File: config.mk
export PLATFORM = sky130hd
export DESIGN_NAME = bus_seq_ctrl
export DESIGN_NICKNAME = d
export VERILOG_FILES = /design/src/rtl/bus_ctrl_pkg.sv /design/src/rtl/ctrl_decode.sv /design/src/rtl/bus_seq_ctrl.sv
export SDC_FILE = /design/constraint.sdc
export NUM_CORES = 1
export LEC_CHECK = 0
export CORE_MARGIN = 2
export CORE_UTILIZATION = 40
export CTS_BUF_LIST = sky130_fd_sc_hd__clkbuf_16
export DETAILED_ROUTE_END_ITERATION = 8
export PLACE_DENSITY = 0.72
export SKIP_CTS_REPAIR_TIMING = 1
export SLEW_MARGIN = 25
export SYNTH_ARGS = -nofsm -noshare
export SYNTH_HDL_FRONTEND = slang
export SYNTH_SLANG_ARGS = --single-unit
File: constraint.sdc
create_clock -name clk -period 1.2 [get_ports clk]
set_clock_uncertainty 0.2 [all_clocks]
set_input_delay 0.18 -clock clk [delete_from_list [all_inputs] [get_ports clk]]
set_output_delay 0.18 -clock clk [all_outputs]
set_load 0.01 [all_outputs]
File: src/rtl/bus_ctrl_pkg.sv
// Shared definitions for the bus sequencer and the bus multiplexer top level:
// state encoding, opcode values, bus select codes and ALU operation codes.
package bus_ctrl_pkg;

  typedef enum logic [2:0] {
    ST_IDLE = 3'd0,
    ST_T0   = 3'd1,
    ST_T1   = 3'd2,
    ST_T2   = 3'd3,
    ST_T3   = 3'd4,
    ST_T4   = 3'd5,
    ST_HALT = 3'd6
  } state_t;

  typedef enum logic [2:0] {
    OPC_AND = 3'd0,
    OPC_ADD = 3'd1,
    OPC_LDA = 3'd2,
    OPC_STA = 3'd3,
    OPC_BUN = 3'd4,
    OPC_HLT = 3'd5,
    OPC_NOP = 3'd6
  } op_class_t;

  localparam logic [3:0] OP_AND = 4'h0;
  localparam logic [3:0] OP_ADD = 4'h1;
  localparam logic [3:0] OP_LDA = 4'h2;
  localparam logic [3:0] OP_STA = 4'h3;
  localparam logic [3:0] OP_BUN = 4'h4;
  localparam logic [3:0] OP_HLT = 4'hF;

  localparam logic [2:0] BUS_NONE = 3'b000;
  localparam logic [2:0] BUS_AR   = 3'b001;
  localparam logic [2:0] BUS_PC   = 3'b010;
  localparam logic [2:0] BUS_DR   = 3'b011;
  localparam logic [2:0] BUS_AC   = 3'b100;
  localparam logic [2:0] BUS_IR   = 3'b101;
  localparam logic [2:0] BUS_RAM  = 3'b111;

  localparam logic [1:0] ALU_PASS = 2'b00;
  localparam logic [1:0] ALU_AND  = 2'b01;
  localparam logic [1:0] ALU_ADD  = 2'b10;

  // Any opcode without a defined meaning behaves as a no-op.
  function automatic op_class_t classify(input logic [3:0] op);
    case (op)
      OP_AND:  return OPC_AND;
      OP_ADD:  return OPC_ADD;
      OP_LDA:  return OPC_LDA;
      OP_STA:  return OPC_STA;
      OP_BUN:  return OPC_BUN;
      OP_HLT:  return OPC_HLT;
      default: return OPC_NOP;
    endcase
  endfunction

endpackage

File: src/rtl/ctrl_decode.sv
// Combinational decode of (state, opcode class) into bus select, register
// strobes and ALU operation for one cycle of the instruction sequence.
module ctrl_decode
  import bus_ctrl_pkg::*;
(
  input  logic [2:0] state,
  input  logic [2:0] op_class,
  output logic [2:0] bus_sel,
  output logic       ld_ar,
  output logic       ld_pc,
  output logic       inr_pc,
  output logic       ld_dr,
  output logic       ld_ir,
  output logic       ld_ac,
  output logic       mem_we,
  output logic [1:0] alu_op,
  output logic       busy,
  output logic       halted
);

  always_comb begin
    bus_sel = BUS_NONE;
    ld_ar   = 1'b0;
    ld_pc   = 1'b0;
    inr_pc  = 1'b0;
    ld_dr   = 1'b0;
    ld_ir   = 1'b0;
    ld_ac   = 1'b0;
    mem_we  = 1'b0;
    alu_op  = ALU_PASS;
    busy    = (state != ST_IDLE) && (state != ST_HALT);
    halted  = (state == ST_HALT);
    case (state)
      ST_T0: begin
        bus_sel = BUS_PC;
        ld_ar   = 1'b1;
      end
      ST_T1: begin
        bus_sel = BUS_RAM;
        ld_ir   = 1'b1;
        inr_pc  = 1'b1;
      end
      ST_T2: begin
        bus_sel = BUS_IR;
        ld_ar   = 1'b1;
      end
      ST_T3: begin
        case (op_class)
          OPC_AND, OPC_ADD, OPC_LDA: begin
            bus_sel = BUS_RAM;
            ld_dr   = 1'b1;
          end
          OPC_STA: begin
            bus_sel = BUS_AC;
            mem_we  = 1'b1;
          end
          OPC_BUN: begin
            bus_sel = BUS_AR;
            ld_pc   = 1'b1;
          end
          default: ;
        endcase
      end
      ST_T4: begin
        ld_ac = 1'b1;
        case (op_class)
          OPC_AND: alu_op = ALU_AND;
          OPC_ADD: alu_op = ALU_ADD;
          default: alu_op = ALU_PASS;
        endcase
      end
      default: ;
    endcase
  end

endmodule

File: src/rtl/bus_seq_ctrl.sv
// Instruction sequencer for a simple accumulator machine: steps fetch/decode/
// execute phases and drives the bus select and register strobes.
module bus_seq_ctrl
  import bus_ctrl_pkg::*;
#(
  parameter int DATA_W = 8,
  parameter int ADDR_W = 4
) (
  input  logic              clk,
  input  logic              rst,
  input  logic              start,
  input  logic [DATA_W-1:0] ir,
  output logic [2:0]        bus_sel,
  output logic              ld_ar,
  output logic              ld_pc,
  output logic              inr_pc,
  output logic              ld_dr,
  output logic              ld_ir,
  output logic              ld_ac,
  output logic              mem_we,
  output logic [1:0]        alu_op,
  output logic              busy,
  output logic              halted
);

  localparam int OP_W = DATA_W - ADDR_W;

  state_t          state_reg, state_next;
  logic [OP_W-1:0] opcode_reg, opcode_next;
  op_class_t       op_cur, op_next;

  logic [2:0] bus_sel_next;
  logic       ld_ar_next, ld_pc_next, inr_pc_next, ld_dr_next;
  logic       ld_ir_next, ld_ac_next, mem_we_next;
  logic [1:0] alu_op_next;
  logic       busy_next, halted_next;

  // The address field is consumed by the datapath, not the sequencer.
  logic unused_addr;
  assign unused_addr = ^ir[ADDR_W-1:0];

  always_comb begin
    opcode_next = (state_reg == ST_T2) ? ir[DATA_W-1:ADDR_W] : opcode_reg;
    op_cur      = classify(4'(opcode_reg));
    op_next     = classify(4'(opcode_next));
    state_next  = ST_IDLE;
    case (state_reg)
      ST_IDLE: state_next = start ? ST_T0 : ST_IDLE;
      ST_T0:   state_next = ST_T1;
      ST_T1:   state_next = ST_T2;
      ST_T2:   state_next = ST_T3;
      ST_T3: begin
        case (op_cur)
          OPC_AND, OPC_ADD, OPC_LDA: state_next = ST_T4;
          OPC_HLT:                   state_next = ST_HALT;
          default:                   state_next = ST_IDLE;
        endcase
      end
      ST_T4:   state_next = ST_IDLE;
      ST_HALT: state_next = ST_HALT;
      default: state_next = ST_IDLE;
    endcase
  end

  // Decoding the next state lets the outputs be registered yet still line up
  // with the state they belong to.
  ctrl_decode u_decode (
    .state    (state_next),
    .op_class (op_next),
    .bus_sel  (bus_sel_next),
    .ld_ar    (ld_ar_next),
    .ld_pc    (ld_pc_next),
    .inr_pc   (inr_pc_next),
    .ld_dr    (ld_dr_next),
    .ld_ir    (ld_ir_next),
    .ld_ac    (ld_ac_next),
    .mem_we   (mem_we_next),
    .alu_op   (alu_op_next),
    .busy     (busy_next),
    .halted   (halted_next)
  );

  always_ff @(posedge clk or posedge rst) begin
    if (rst) begin
      state_reg  <= ST_IDLE;
      opcode_reg <= '0;
      bus_sel    <= BUS_NONE;
      ld_ar      <= 1'b0;
      ld_pc      <= 1'b0;
      inr_pc     <= 1'b0;
      ld_dr      <= 1'b0;
      ld_ir      <= 1'b0;
      ld_ac      <= 1'b0;
      mem_we     <= 1'b0;
      alu_op     <= ALU_PASS;
      busy       <= 1'b0;
      halted     <= 1'b0;
    end else begin
      state_reg  <= state_next;
      opcode_reg <= opcode_next;
      bus_sel    <= bus_sel_next;
      ld_ar      <= ld_ar_next;
      ld_pc      <= ld_pc_next;
      inr_pc     <= inr_pc_next;
      ld_dr      <= ld_dr_next;
      ld_ir      <= ld_ir_next;
      ld_ac      <= ld_ac_next;
      mem_we     <= mem_we_next;
      alu_op     <= alu_op_next;
      busy       <= busy_next;
      halted     <= halted_next;
    end
  end

endmodule
# Yosys cells after proc, flatten, opt, wreduce, memory -nomap -nowiden
# Cells that the tools add are included.
dict set report classes {
  n_eq_ne 29
  mux 19
  n_reduce_logical 10
}
# operator count
set op_table {}
lappend op_table {{$pmux W3 S6} 3}
lappend op_table {{$eq A3 B2 Y1 const B} 7}
lappend op_table {{$eq A3 B3 Y1 const B} 7}
lappend op_table {{$eq A4 B2 Y1 const B} 4}
lappend op_table {{$eq A3 B1 Y1 const B} 4}
lappend op_table {{$pmux W3 S4} 1}
lappend op_table {{$mux W1} 10}
lappend op_table {{$logic_not A3 Y1} 3}
lappend op_table {{$pmux W3 S3} 1}
lappend op_table {{$eq A4 B1 Y1 const B} 2}
lappend op_table {{$eq A4 B3 Y1 const B} 2}
lappend op_table {{$eq A4 B4 Y1 const B} 2}
lappend op_table {{$logic_not A4 Y1} 2}
lappend op_table {{$pmux W3 S2} 1}
lappend op_table {{$reduce_or A3 Y1} 2}
lappend op_table {{$mux W4} 1}
lappend op_table {{$pmux W2 S2} 1}
lappend op_table {{$ne A3 B3 Y1 const B} 1}
lappend op_table {{$reduce_bool A3 Y1} 1}
lappend op_table {{$mux W2} 1}
lappend op_table {{$reduce_or A2 Y1} 1}
lappend op_table {{$logic_and A1 B1 Y1} 1}
dict set report totals {
  ff_bits 20
  inputBits 11
  out_inout_bits 14
  elab_cells 70
}

# Logic depth before layout (Yosys ltp)
# Gate-level depths: netlist of run 1.
dict set report logic_depth {
  ltp_word 9
  depth_mapped 4
  depth_no_buf 3
}

# Hierarchy
# A second synthesis of run 1 with hierarchy kept.
dict set report unflattened {
  hier_cells 86
  area_unflattened_um2 932.1
}
# mod instances cells_per_inst area_per_inst_um2 seq_area_each_um2
set modules_own_cells {}
lappend modules_own_cells {bus_seq_ctrl 1 62 755.7 525.5}
lappend modules_own_cells {ctrl_decode 1 24 176.4 0.0}

# Worst setup path after synthesis of run 1
# No wires, ideal clock.
dict set report synth_timing {
  kind {flip-flop to flip-flop}
  start {register state_reg[2]}
  end {register opcode_reg[0]}
  setup_time_ns 0.125
  arrival_ns 0.986
  required_ns 0.875
  path_slack_ns -0.110
  path_stages_with_launch 3
  path_buffers 0
  synth_period_minus_slack_ns 1.310
  path_cell_list {dfrtp_1 nand3b_4 mux2_2}
}
dict set report synth_between {
  elab_chain_cells 2
}
# item line_no
set synth_rtl {}
lappend synth_rtl {{start, declared} bus_seq_ctrl.sv:28} ;# state_t state_reg, state_next;
lappend synth_rtl {{start signal, assigned} bus_seq_ctrl.sv:99} ;# state_reg <= state_next;
lappend synth_rtl {{$eq A3 B2 Y1} bus_seq_ctrl.sv:43} ;# opcode_next = (state_reg == ST_T2) ? ir[DATA_W-1:ADDR_W] : opcode_reg;
lappend synth_rtl {{$mux W4} bus_seq_ctrl.sv:43}
lappend synth_rtl {{net opcode_next[0]} bus_seq_ctrl.sv:29} ;# logic [OP_W-1:0] opcode_reg, opcode_next;
lappend synth_rtl {{end signal, assigned} bus_seq_ctrl.sv:100} ;# opcode_reg <= opcode_next;
lappend synth_rtl {{end, declared} bus_seq_ctrl.sv:29}
# The timed path passes the listed nets, and every way through them passes these cells.

# Worst setup path in the final report of run 1
dict set report layout_timing {
  start {register state_reg[1]}
  end {register busy}
}
dict set report layout_between {
  elab_chain_cells 4
  elab_cells_between_ends 10
  cone_classes {6 x eq/ne; 1 x mux; 3 x reduce/logical}
}
# item line_no
set layout_rtl {}
lappend layout_rtl {{$eq A3 B3 Y1, or another cell as far along} bus_seq_ctrl.sv:47} ;# case (state_reg)
lappend layout_rtl {{$pmux W3 S6 *} bus_seq_ctrl.sv:47}
lappend layout_rtl {{$ne A3 B3 Y1 / $reduce_bool A3 Y1 (equally long branches)} ctrl_decode.sv:31} ;# busy = (state != ST_IDLE) && (state != ST_HALT);
lappend layout_rtl {{$logic_and A1 B1 Y1 *} ctrl_decode.sv:31}
lappend layout_rtl {{net busy_next} bus_seq_ctrl.sv:36} ;# logic busy_next, halted_next;
lappend layout_rtl {{end signal, assigned} bus_seq_ctrl.sv:110} ;# busy <= busy_next;
lappend layout_rtl {{end, declared} bus_seq_ctrl.sv:22} ;# output logic busy,
# The timed path passes the listed nets; every way through them passes the cells marked *.

==> results.py, run 1 <==
metrics = {
    "routing": {
        "drt_iter0_drc": 9,
        "route.detailed.drc": 0,
        "wl_per_cell_um": 16.4,
        "drtPass1Iterations": 4,
        "via_per_inst": 5.04,
        "vias": 645,
        "routed_wl_um": 2110,
        "ant_nets": 0,
    },
    "timing": {
        "setup_viol": 17,
        "worst_pin_slew_ns": 0.216,
        "timing.slew.headroom_pct": 85.6,
        "hold_viol_final": 0,
        "max_freq_mhz": 714,
        "finalMaxSlewViolations": 0,
        "hold_slack_ns": 0.0575,
        "finalCritPeriodShare_pct": 117,
        "layout_min_cycle_time_ns": 1.40,
        "grt_setup_unrepaired": "yes",
        "setup_slack_ns": -0.201,
    },
    "yosys": {
        "syn_inst": 64,
        "ys_seq_area_share_pct": 60.1,
        "synth-seq-cells": 20,
        "syn_area_per_cell_um2": 13.0,
        "netlist.area_leader.share_pct": 60.1,
        "yosysWarnings": 0,
        "synth_area_leaders": "dfrtp_1 (60%), mux2_2 (5.4%), o21bai_1 (4.5%), nand3b_4 (2.4%), nor2_1 (2.3%)",
        "syn_nets": 75,
        "syn-cell-area_um2": 833,
        "synth_cell_types": 27,
        "yosys.area.top_type": "dfrtp_1",
    },
    "cells_and_area": {
        "layout.nets": 113,
        "n_antenna_cell": 0,
        "nFillCells": 149,
        "largest_register_ffs": 4,
        "layout_common_cells": "dfrtp_1 (16), dlymetal6s2s_1 (11), buf_4 (11)",
        "drive_gt1_share_pct": 47.5,
        "area_growth_pct": 62.6,
        "fin_cells": 128,
        "layout_commonest_cell": "dfrtp_1",
    },
    "flow_run": {
        "maxCapViolations": 0,
    },
    "clocking": {
        "clock-sinks": 20,
        "root_buffer": "clkbuf_16",
        "cts_buffers": 3,
        "cts_tree": "built",
        "ctsLongestPathBuffers": 2,
        "clkTransAtPathRegs_ns": 0.05,
        "clock_latency_ns": 0.25,
        "cts-htree-levels": 1,
    },
    "pwr": {
        "p_leak_nw": 0.768,
        "total_power_mw": 3.19,
        "p_per_area_nw_per_um2": 2350,
        "peakVddDrop_mv": 1.25,
    },
    "placement": {
        "pre_cts_ws_ns": -0.325,
        "place_congestion": 0.753,
        "hpwl_um": 1250,
        "dpl.cell_count": 120,
        "port_buffers": 20,
    },
    "worst_setup_path": {
        "critPathLaunchType": "register",
        "path_buf_inv": 1,
        "arrival_ns": 1.37,
        "crit_type": "register to register",
        "worstSetupEndpointType": "register",
        "rr_worst_depth": 4,
        "path_cells": "buf_4 > nor3_2 > or2_2 > a21boi_1",
        "crit_family": "flip-flops",
        "cp_max_fo": 7,
        "path_depth": 4,
        "slowest_stage": "dfrtp_2",
        "crit_path_max_incr_delay_ns": 0.48,
        "cp_data_required_time_ns": 1.17,
    },
    "floorplanning": {
        "die_x_um": 49.6,
        "rows": 16,
        "die_h_um": 49.6,
        "die_area_um2": 2460,
        "io-pin-count": 25,
        "core_area_um2": 1960,
        "initial_utilization_pct": 42.5,
    },
    "run_status": {
        "status": "finished with violations",
        "violations": "negative setup slack",
    },
    "worst_hold_path": {
        "min_path_type": "input pin to asynchronous set/reset pin",
    },
    "grt": {
        "grt_max_degree": 21,
        "grt_pass1_wl_um": 2840,
        "grt_pass1_vias": 620,
        "grtUsageTotal_pct": 15.9,
        "grt_overflow": 0,
        "antenna_found_initial": 0,
    },
}
layer usage:
| metal | up-vias | GRT usage [%] | wire (um) |
|---|---|---|---|
| met3 | 6 | 3.64 | 95 |
| met5 | - | 0 | 0 |
| li1 | 297 | - | - |
| met4 | 0 | 7.41 | 43 |
| met2 | 22 | 28.2 | 1160 |
| met1 | 320 | 17.9 | 805 |
worst reg2reg max path, stage by stage, from the launching register on:
cell and delay [ns]:
dfrtp_2 0.48, buf_4 0.15, nor3_2 0.03, or2_2 0.27, a21boi_1 0.18
through the flow:
stage	util (%)	instance area, um^2	TNS [ns]
after global placement	58.9	1160	-2.56
after detailed placement	58.9	1160	-2.99
after CTS	62.9	1230	-5.68
after floorplan	-	850	-0.313
final	69.1	1360	-1.66
after global routing	69.1	1360	-2.34
worst paths after layout:
path	start	endpoint	slack, ns
max	state_reg[1]	busy	-0.20
min	rst	ld_ir	0.06
max reg2reg	state_reg[1]	busy	-0.20
min reg2reg	opcode_reg[3]	opcode_reg[3]	0.34
max in group asynchronous	rst	opcode_reg[1]	0.60
min in group clk	opcode_reg[3]	opcode_reg[3]	0.34
cell usage after synthesis:
master	count
and4bb_2	1
nand3b_4	1
and4_1	1
nand2_1	2
or2_2	2
a31oi_1	2
buf_4	2
dfrtp_1	20
o21ai_0	1
and2_4	1
buf_6	1
a21boi_1	1
inv_1	2
nor4b_2	1
nand3_1	1
o21bai_1	5
nor2_1	5
and2_1	1
nand2b_1	1
nor3b_2	1
nand3b_1	1
nor3_1	2
nor3_2	1
mux2_2	4
nand2b_4	1
a21oi_1	2
nor2b_1	1
final cells by class:
type | instances | area [um^2] | share of cell area, %
Clock buffer | 3 | 75.1 | 5.54
Timing Repair Buffer | 36 | 360 | 26.6
Multi-Input combinational cell | 39 | 369 | 27.2
Tap cell | 27 | 33.8 | 2.49
Sequential cell | 20 | 505 | 37.3
Clock inverter | 1 | 3.75 | 0.277
Inverter | 2 | 7.51 | 0.554
report_power, final:
part | internal [mW] | total (mW) | switching, mW
Clock | 0.443 | 0.672 | 0.229
Sequential | 0.918 | 1.15 | 0.228
Combinational | 0.801 | 1.37 | 0.570
kinds of logic (layout without fill, tap and decap cells):
logic type / after synthesis / after routing / synth area share, %
flip-flops: 20 / 20 / 60.1
AO/OA/AOI/OAI: 11 / 11 / 8.71
buffers and inverters: 5 / 42 / 4.05
AND/OR/NAND/NOR: 24 / 24 / 21.8
multiplexers: 4 / 4 / 5.41
Power figures use the tool's default switching activity.
==> run 2: changes to the inputs <==
- CORE_MARGIN: 2 -> 5
- CORE_UTILIZATION: 40 -> 42
- PLACE_DENSITY: 0.72 -> 0.74
- SYNTH_HIERARCHICAL: not set -> 1
==> run 2 against run 1 <==
  * The run still ends with negative setup slack left
  * Sequential share of layout area decreased by 4.1 points
  * Critical path depth is 1 higher
  * Synthesized cell count is 34% higher
  * Critical endpoint is now bus_sel[1]
==> results.py, run 2 <==
metrics = {
    "placement": {
        "port_buffers": 20,
        "hpwl_um": 1530,
        "place_congestion": 0.838,
        "pre_cts_ws_ns": -0.795,
    },
    "pwr": {
        "peakVddDrop_mv": 1.78,
        "p_leak_nw": 0.926,
        "total_power_mw": 4.22,
        "p_per_area_nw_per_um2": 2640,
    },
    "worst_setup_path": {
        "arrival_ns": 1.98,
        "crit_type": "register to register",
        "worstSetupEndpointType": "register",
        "cp_data_required_time_ns": 1.17,
        "cp_max_fo": 6,
        "critPathLaunchType": "register",
    },
    "timing": {
        "hold_slack_ns": 0.0570,
        "setup_slack_ns": -0.807,
        "max_freq_mhz": 498,
        "tns_ns": -10.64,
        "timing.slew.headroom_pct": 74.4,
        "finalCritPeriodShare_pct": 167,
        "grt_setup_unrepaired": "yes",
        "hold_viol_final": 0,
        "layout_min_cycle_time_ns": 2.01,
        "setup_viol": 21,
        "worst_pin_slew_ns": 0.381,
        "finalMaxSlewViolations": 0,
    },
    "worst_hold_path": {
        "min_path_type": "input pin to asynchronous set/reset pin",
    },
    "floorplanning": {
        "die_x_um": 57.1,
        "die_area_um2": 3260,
        "initial_utilization_pct": 43.0,
        "die_h_um": 57.1,
        "io-pin-count": 25,
        "rows": 17,
        "core_area_um2": 2170,
    },
    "routing": {
        "ant_nets": 0,
        "via_per_inst": 5.12,
        "routed_wl_um": 2270,
        "vias": 834,
        "drtPass1Iterations": 4,
        "route.detailed.drc": 0,
        "drt_iter0_drc": 9,
        "wl_per_cell_um": 13.9,
    },
    "grt": {
        "grtUsageTotal_pct": 13.0,
        "grt_overflow": 0,
        "grt_pass1_vias": 818,
        "antenna_found_initial": 0,
        "grt_pass1_wl_um": 3350,
        "grt_max_degree": 22,
    },
    "cells_and_area": {
        "layout_commonest_cell": "buf_4",
        "layout.nets": 147,
        "area_growth_pct": 71.5,
        "largest_register_ffs": 4,
        "drive_gt1_share_pct": 45.2,
        "nFillCells": 155,
        "utilization_pct": 73.7,
        "n_antenna_cell": 0,
        "layout_common_cells": "buf_4 (20), dfrtp_1 (17), dlymetal6s2s_1 (14)",
    },
    "yosys": {
        "synth-seq-cells": 21,
        "synth-adder-area-share_pct": 1.07,
        "synth.area.mux_share_pct": 0,
        "netlist_top_cells_count": "dfrtp_1 (21), nand2_1 (15), nor2_1 (6)",
        "ys_seq_area_share_pct": 56.4,
        "netlist.area_leader.share_pct": 56.4,
        "syn_inst": 86,
        "syn_area_per_cell_um2": 10.8,
        "yosys.area.top_type": "dfrtp_1",
        "async_reset_ff_share_pct": 100,
        "synth_edf_count": 0,
        "synth_cell_types": 33,
        "yosys.area_share.simple_pct": 28.7,
        "yosysWarnings": 6,
        "ys.flop_type": "dfrtp_1",
        "synth_area_leaders": "dfrtp_1 (56%), nand2_1 (6.0%), a211oi_1 (2.4%), nor2_1 (2.4%), and3_1 (2.0%)",
        "synth_top_family_by_area": "simple AND/OR/NAND/NOR gates",
        "syn_nets": 97,
        "synth_most_common_cell": "dfrtp_1",
        "synthXorXnorAreaFrac_pct": 0.940,
        "syn-cell-area_um2": 932,
        "synth-compound-area-share_pct": 9.66,
    },
    "flow_run": {
        "maxCapViolations": 0,
    },
    "clocking": {
        "root_buffer": "clkbuf_16",
        "clkTransAtPathRegs_ns": 0.05,
        "cts-htree-levels": 1,
        "ctsLongestPathBuffers": 2,
        "clock_latency_ns": 0.25,
        "clock-sinks": 21,
        "cts_buffers": 3,
        "cts_tree": "built",
    },
    "run_status": {
        "violations": "negative setup slack",
        "status": "finished with violations",
    },
}
-- run 2: cell count changes in the layout (fill, tap and decap cells not counted), sizes merged, moves of 3 or more --
cell,delta
nand2,+13
dlymetal6s2s,+3
a211oi,+3
and3,+3
clkbuf,-3
mux2,-4
buf,+11
o21bai,-5
or3b,+3
-- run 2: final timing paths --
check	cells after the start	slack [ns]	startpoint	end
worst min register to register	2	0.35	opcode_reg[1]	opcode_reg[1]
worst max register to register	5	-0.81	opcode_reg[2]	bus_sel[1]
max in group asynchronous	3	0.60	rst	state_reg[2]
worst max-delay path	5	-0.81	opcode_reg[2]	bus_sel[1]
worst min-delay path	3	0.06	rst	ld_ir
min in group clk	2	0.35	opcode_reg[1]	opcode_reg[1]
-- run 2: area by class of cell --
| cell class | count | area (um^2) | share of cell area [%] |
|---|---|---|---|
| clock buffer | 3 | 75.1 | 4.69 |
| clock inverter | 1 | 3.75 | 0.235 |
| inverter | 3 | 11.3 | 0.704 |
| multi-input combinational | 60 | 470 | 29.4 |
| sequential | 21 | 531 | 33.2 |
| tap | 28 | 35.0 | 2.19 |
| timing repair buffer | 47 | 473 | 29.6 |
-- run 2: stage by stage --
| step | instance area [um^2] | instances |
|---|---|---|
| CTS | 1400 | 155 |
| floorplan | 948 | 86 |
| finish | 1600 | 163 |
| global placement | 1320 | 151 |
| global route | 1600 | 163 |
| detailed placement | 1320 | 151 |
-- run 2: kinds of logic (layout without fill, tap and decap cells) --
| kind of cell | Yosys count | after routing |
|---|---|---|
| AO/OA/AOI/OAI | 12 | 12 |
| XOR/XNOR | 1 | 1 |
| adder cells (fa/ha/maj) | 1 | 1 |
| buffers and inverters | 5 | 54 |
| flip-flops | 21 | 21 |
| AND/OR/NAND/NOR | 46 | 46 |
-- run 2: critical path, stage by stage, from the launching register on --
cell and delay (ns):
dfrtp_2 0.44, and4_4 0.22, a21oi_1 0.21, o21ai_2 0.15, or4b_4 0.55, o211ai_2 0.17
-- run 2: layer usage --
| metal | GRT usage [%] | wire, um | share of wire (%) |
|---|---|---|---|
| met3 | 2.94 | 118 | 5.2 |
| met4 | 3.97 | 21 | 0.93 |
| met5 | 0 | 0 | 0 |
| met2 | 25.3 | 1250 | 55 |
| met1 | 13.7 | 881 | 39 |
-- run 2: report_power, final --
part | switching [mW] | internal (mW)
Sequential | 0.184 | 0.969
Clock | 0.222 | 0.442
Combinational | 1.11 | 1.29
==> run 3: changes to the inputs <==
- ABC_AREA: not set -> 0
- CORE_MARGIN: 5 -> 2
- CORE_UTILIZATION: 42 -> 40
- PLACE_DENSITY: 0.74 -> 0.71
==> run 3 against run 2 <==
  * The run still ends with negative setup slack left
  * Hold slack improved by 0.00064 ns
  * Worst setup slack got worse by 0.086 ns
  * Sequential power about the same
  * Largest cell class unchanged
==> results.py, run 3 (synthesis gave the netlist of run 2 again) <==
metrics = {
    "run_status": {
        "violations": "negative setup slack",
        "status": "finished with violations",
    },
    "floorplanning": {
        "initial_utilization_pct": 42.1,
        "io-pin-count": 25,
        "die_h_um": 52.3,
        "die_area_um2": 2730,
        "rows": 17,
        "core_area_um2": 2210,
        "die_x_um": 52.3,
    },
    "timing": {
        "tns_ns": -12.13,
        "finalCritPeriodShare_pct": 174,
        "grt_setup_unrepaired": "yes",
        "hold_viol_final": 0,
        "layout_min_cycle_time_ns": 2.09,
        "timing.slew.headroom_pct": 68.9,
        "finalMaxSlewViolations": 0,
        "worst_pin_slew_ns": 0.464,
        "setup_viol": 21,
        "setup_slack_ns": -0.894,
        "max_freq_mhz": 478,
    },
    "worst_setup_path": {
        "critPathLaunchType": "register",
        "cp_max_fo": 6,
        "arrival_ns": 2.04,
        "critPathLaunch": "opcode_reg[3]",
        "regToRegEndpoint": "ld_pc",
        "worstSetupEndpointType": "register",
        "cp_data_required_time_ns": 1.15,
        "rr_worst_depth": 5,
        "crit_type": "register to register",
        "reg2reg_from": "opcode_reg[3]",
        "endpoint": "ld_pc",
        "r2r_setup_slack_ns": -0.89,
    },
    "grt": {
        "grt_overflow": 0,
        "grt_pass1_vias": 797,
        "antenna_found_initial": 0,
        "grt_max_degree": 22,
        "grt_pass1_wl_um": 3470,
        "grtUsageTotal_pct": 17.6,
    },
    "cells_and_area": {
        "nFillCells": 135,
        "layout.nets": 154,
        "layout_commonest_cell": "buf_4",
        "largest_register_ffs": 4,
        "area_growth_pct": 83.8,
        "drive_gt1_share_pct": 49.3,
        "n_antenna_cell": 0,
        "layout_common_cells": "buf_4 (26), dfrtp_1 (18), dlymetal6s2s_1 (14)",
    },
    "clocking": {
        "cts_tree": "built",
        "clock-sinks": 21,
        "root_buffer": "clkbuf_16",
        "clock_latency_ns": 0.25,
        "clkTransAtPathRegs_ns": 0.05,
        "ctsLongestPathBuffers": 2,
        "cts-htree-levels": 1,
        "cts_buffers": 3,
    },
    "placement": {
        "pre_cts_ws_ns": -0.898,
        "port_buffers": 20,
        "place_congestion": 0.890,
        "hpwl_um": 1470,
    },
    "routing": {
        "vias": 856,
        "wl_per_cell_um": 14.4,
        "via_per_inst": 5.04,
        "routed_wl_um": 2460,
        "drt_iter0_drc": 16,
        "drtPass1Iterations": 4,
        "ant_nets": 0,
        "route.detailed.drc": 0,
    },
    "pwr": {
        "total_power_mw": 4.60,
        "p_per_area_nw_per_um2": 2680,
        "p_leak_nw": 0.986,
        "peakVddDrop_mv": 1.85,
    },
    "flow_run": {
        "maxCapViolations": 0,
    },
    "worst_hold_path": {
        "min_path_type": "input pin to asynchronous set/reset pin",
    },
}
run 3: changes by cell type in the layout (fill, tap and decap cells not counted), moves of 2 or more:
| cell | previous run | this run |
|---|---|---|
| buf_4 | 20 | 26 |
| nand2_1 | 10 | 8 |
| nand2_4 | 1 | 3 |
| nor3_2 | 1 | 3 |
run 3: how the worst min path moves through the flow:
| stage | end | slack (ns) | depth (start not counted) |
|---|---|---|---|
| after floorplan | alu_op[0] | -0.04 | 1 |
| after detailed placement | ld_dr | 0.31 | 3 |
| after CTS | ld_dr | 0.06 | 3 |
| after global routing | bus_sel[2] | 0.1 | 3 |
| after global placement | bus_sel[2] | 0.31 | 3 |
| final | bus_sel[2] | 0.06 | 3 |
run 3: critical path, stage by stage, from the launching register on:
cell and delay [ns]:
dfrtp_1 0.41, and4_4 0.27, a211oi_2 0.06, nor3_2 0.37
or3b_4 0.46, nor4b_4 0.23
run 3: power by group:
| part | internal (mW) | switching [mW] |
|---|---|---|
| clock network | 0.442 | 0.221 |
| registers | 0.966 | 0.167 |
| logic | 1.50 | 1.30 |
| total | 2.91 | 1.69 |
run 3: metal layers:
| layer | vias up | global-route usage [%] | part of all wire, % |
|---|---|---|---|
| met5 | - | 0 | 0 |
| met4 | 0 | 11.1 | 1.2 |
| met3 | 2 | 2.86 | 3.3 |
| met2 | 21 | 31.6 | 58 |
| met1 | 418 | 19.0 | 38 |
| li1 | 415 | - | - |
run 3: final cells by class:
cell class | count | area, um^2 | area share, %
multi-input combinational | 60 | 529 | 30.9
clock buffer | 3 | 75.1 | 4.38
inverter | 3 | 11.3 | 0.657
tap | 28 | 35.0 | 2.05
timing repair buffer | 54 | 529 | 30.9
sequential | 21 | 529 | 30.9
clock inverter | 1 | 3.75 | 0.219
run 3: per-stage QoR:
| step | area [um^2] | util, % | hold WS (ns) | std cells |
|---|---|---|---|---|
| 2_1_floorplan | 948 | - | -0.0435 | 86 |
| 3_3_place_gp | 1360 | 61.4 | 0.314 | 156 |
| 3_5_place_dp | 1360 | 61.4 | 0.309 | 156 |
| 4_1_cts | 1440 | 64.9 | 0.0598 | 160 |
| 5_1_grt | 1710 | 77.4 | 0.0986 | 170 |
| 6_report | 1710 | 77.4 | 0.0576 | 170 |
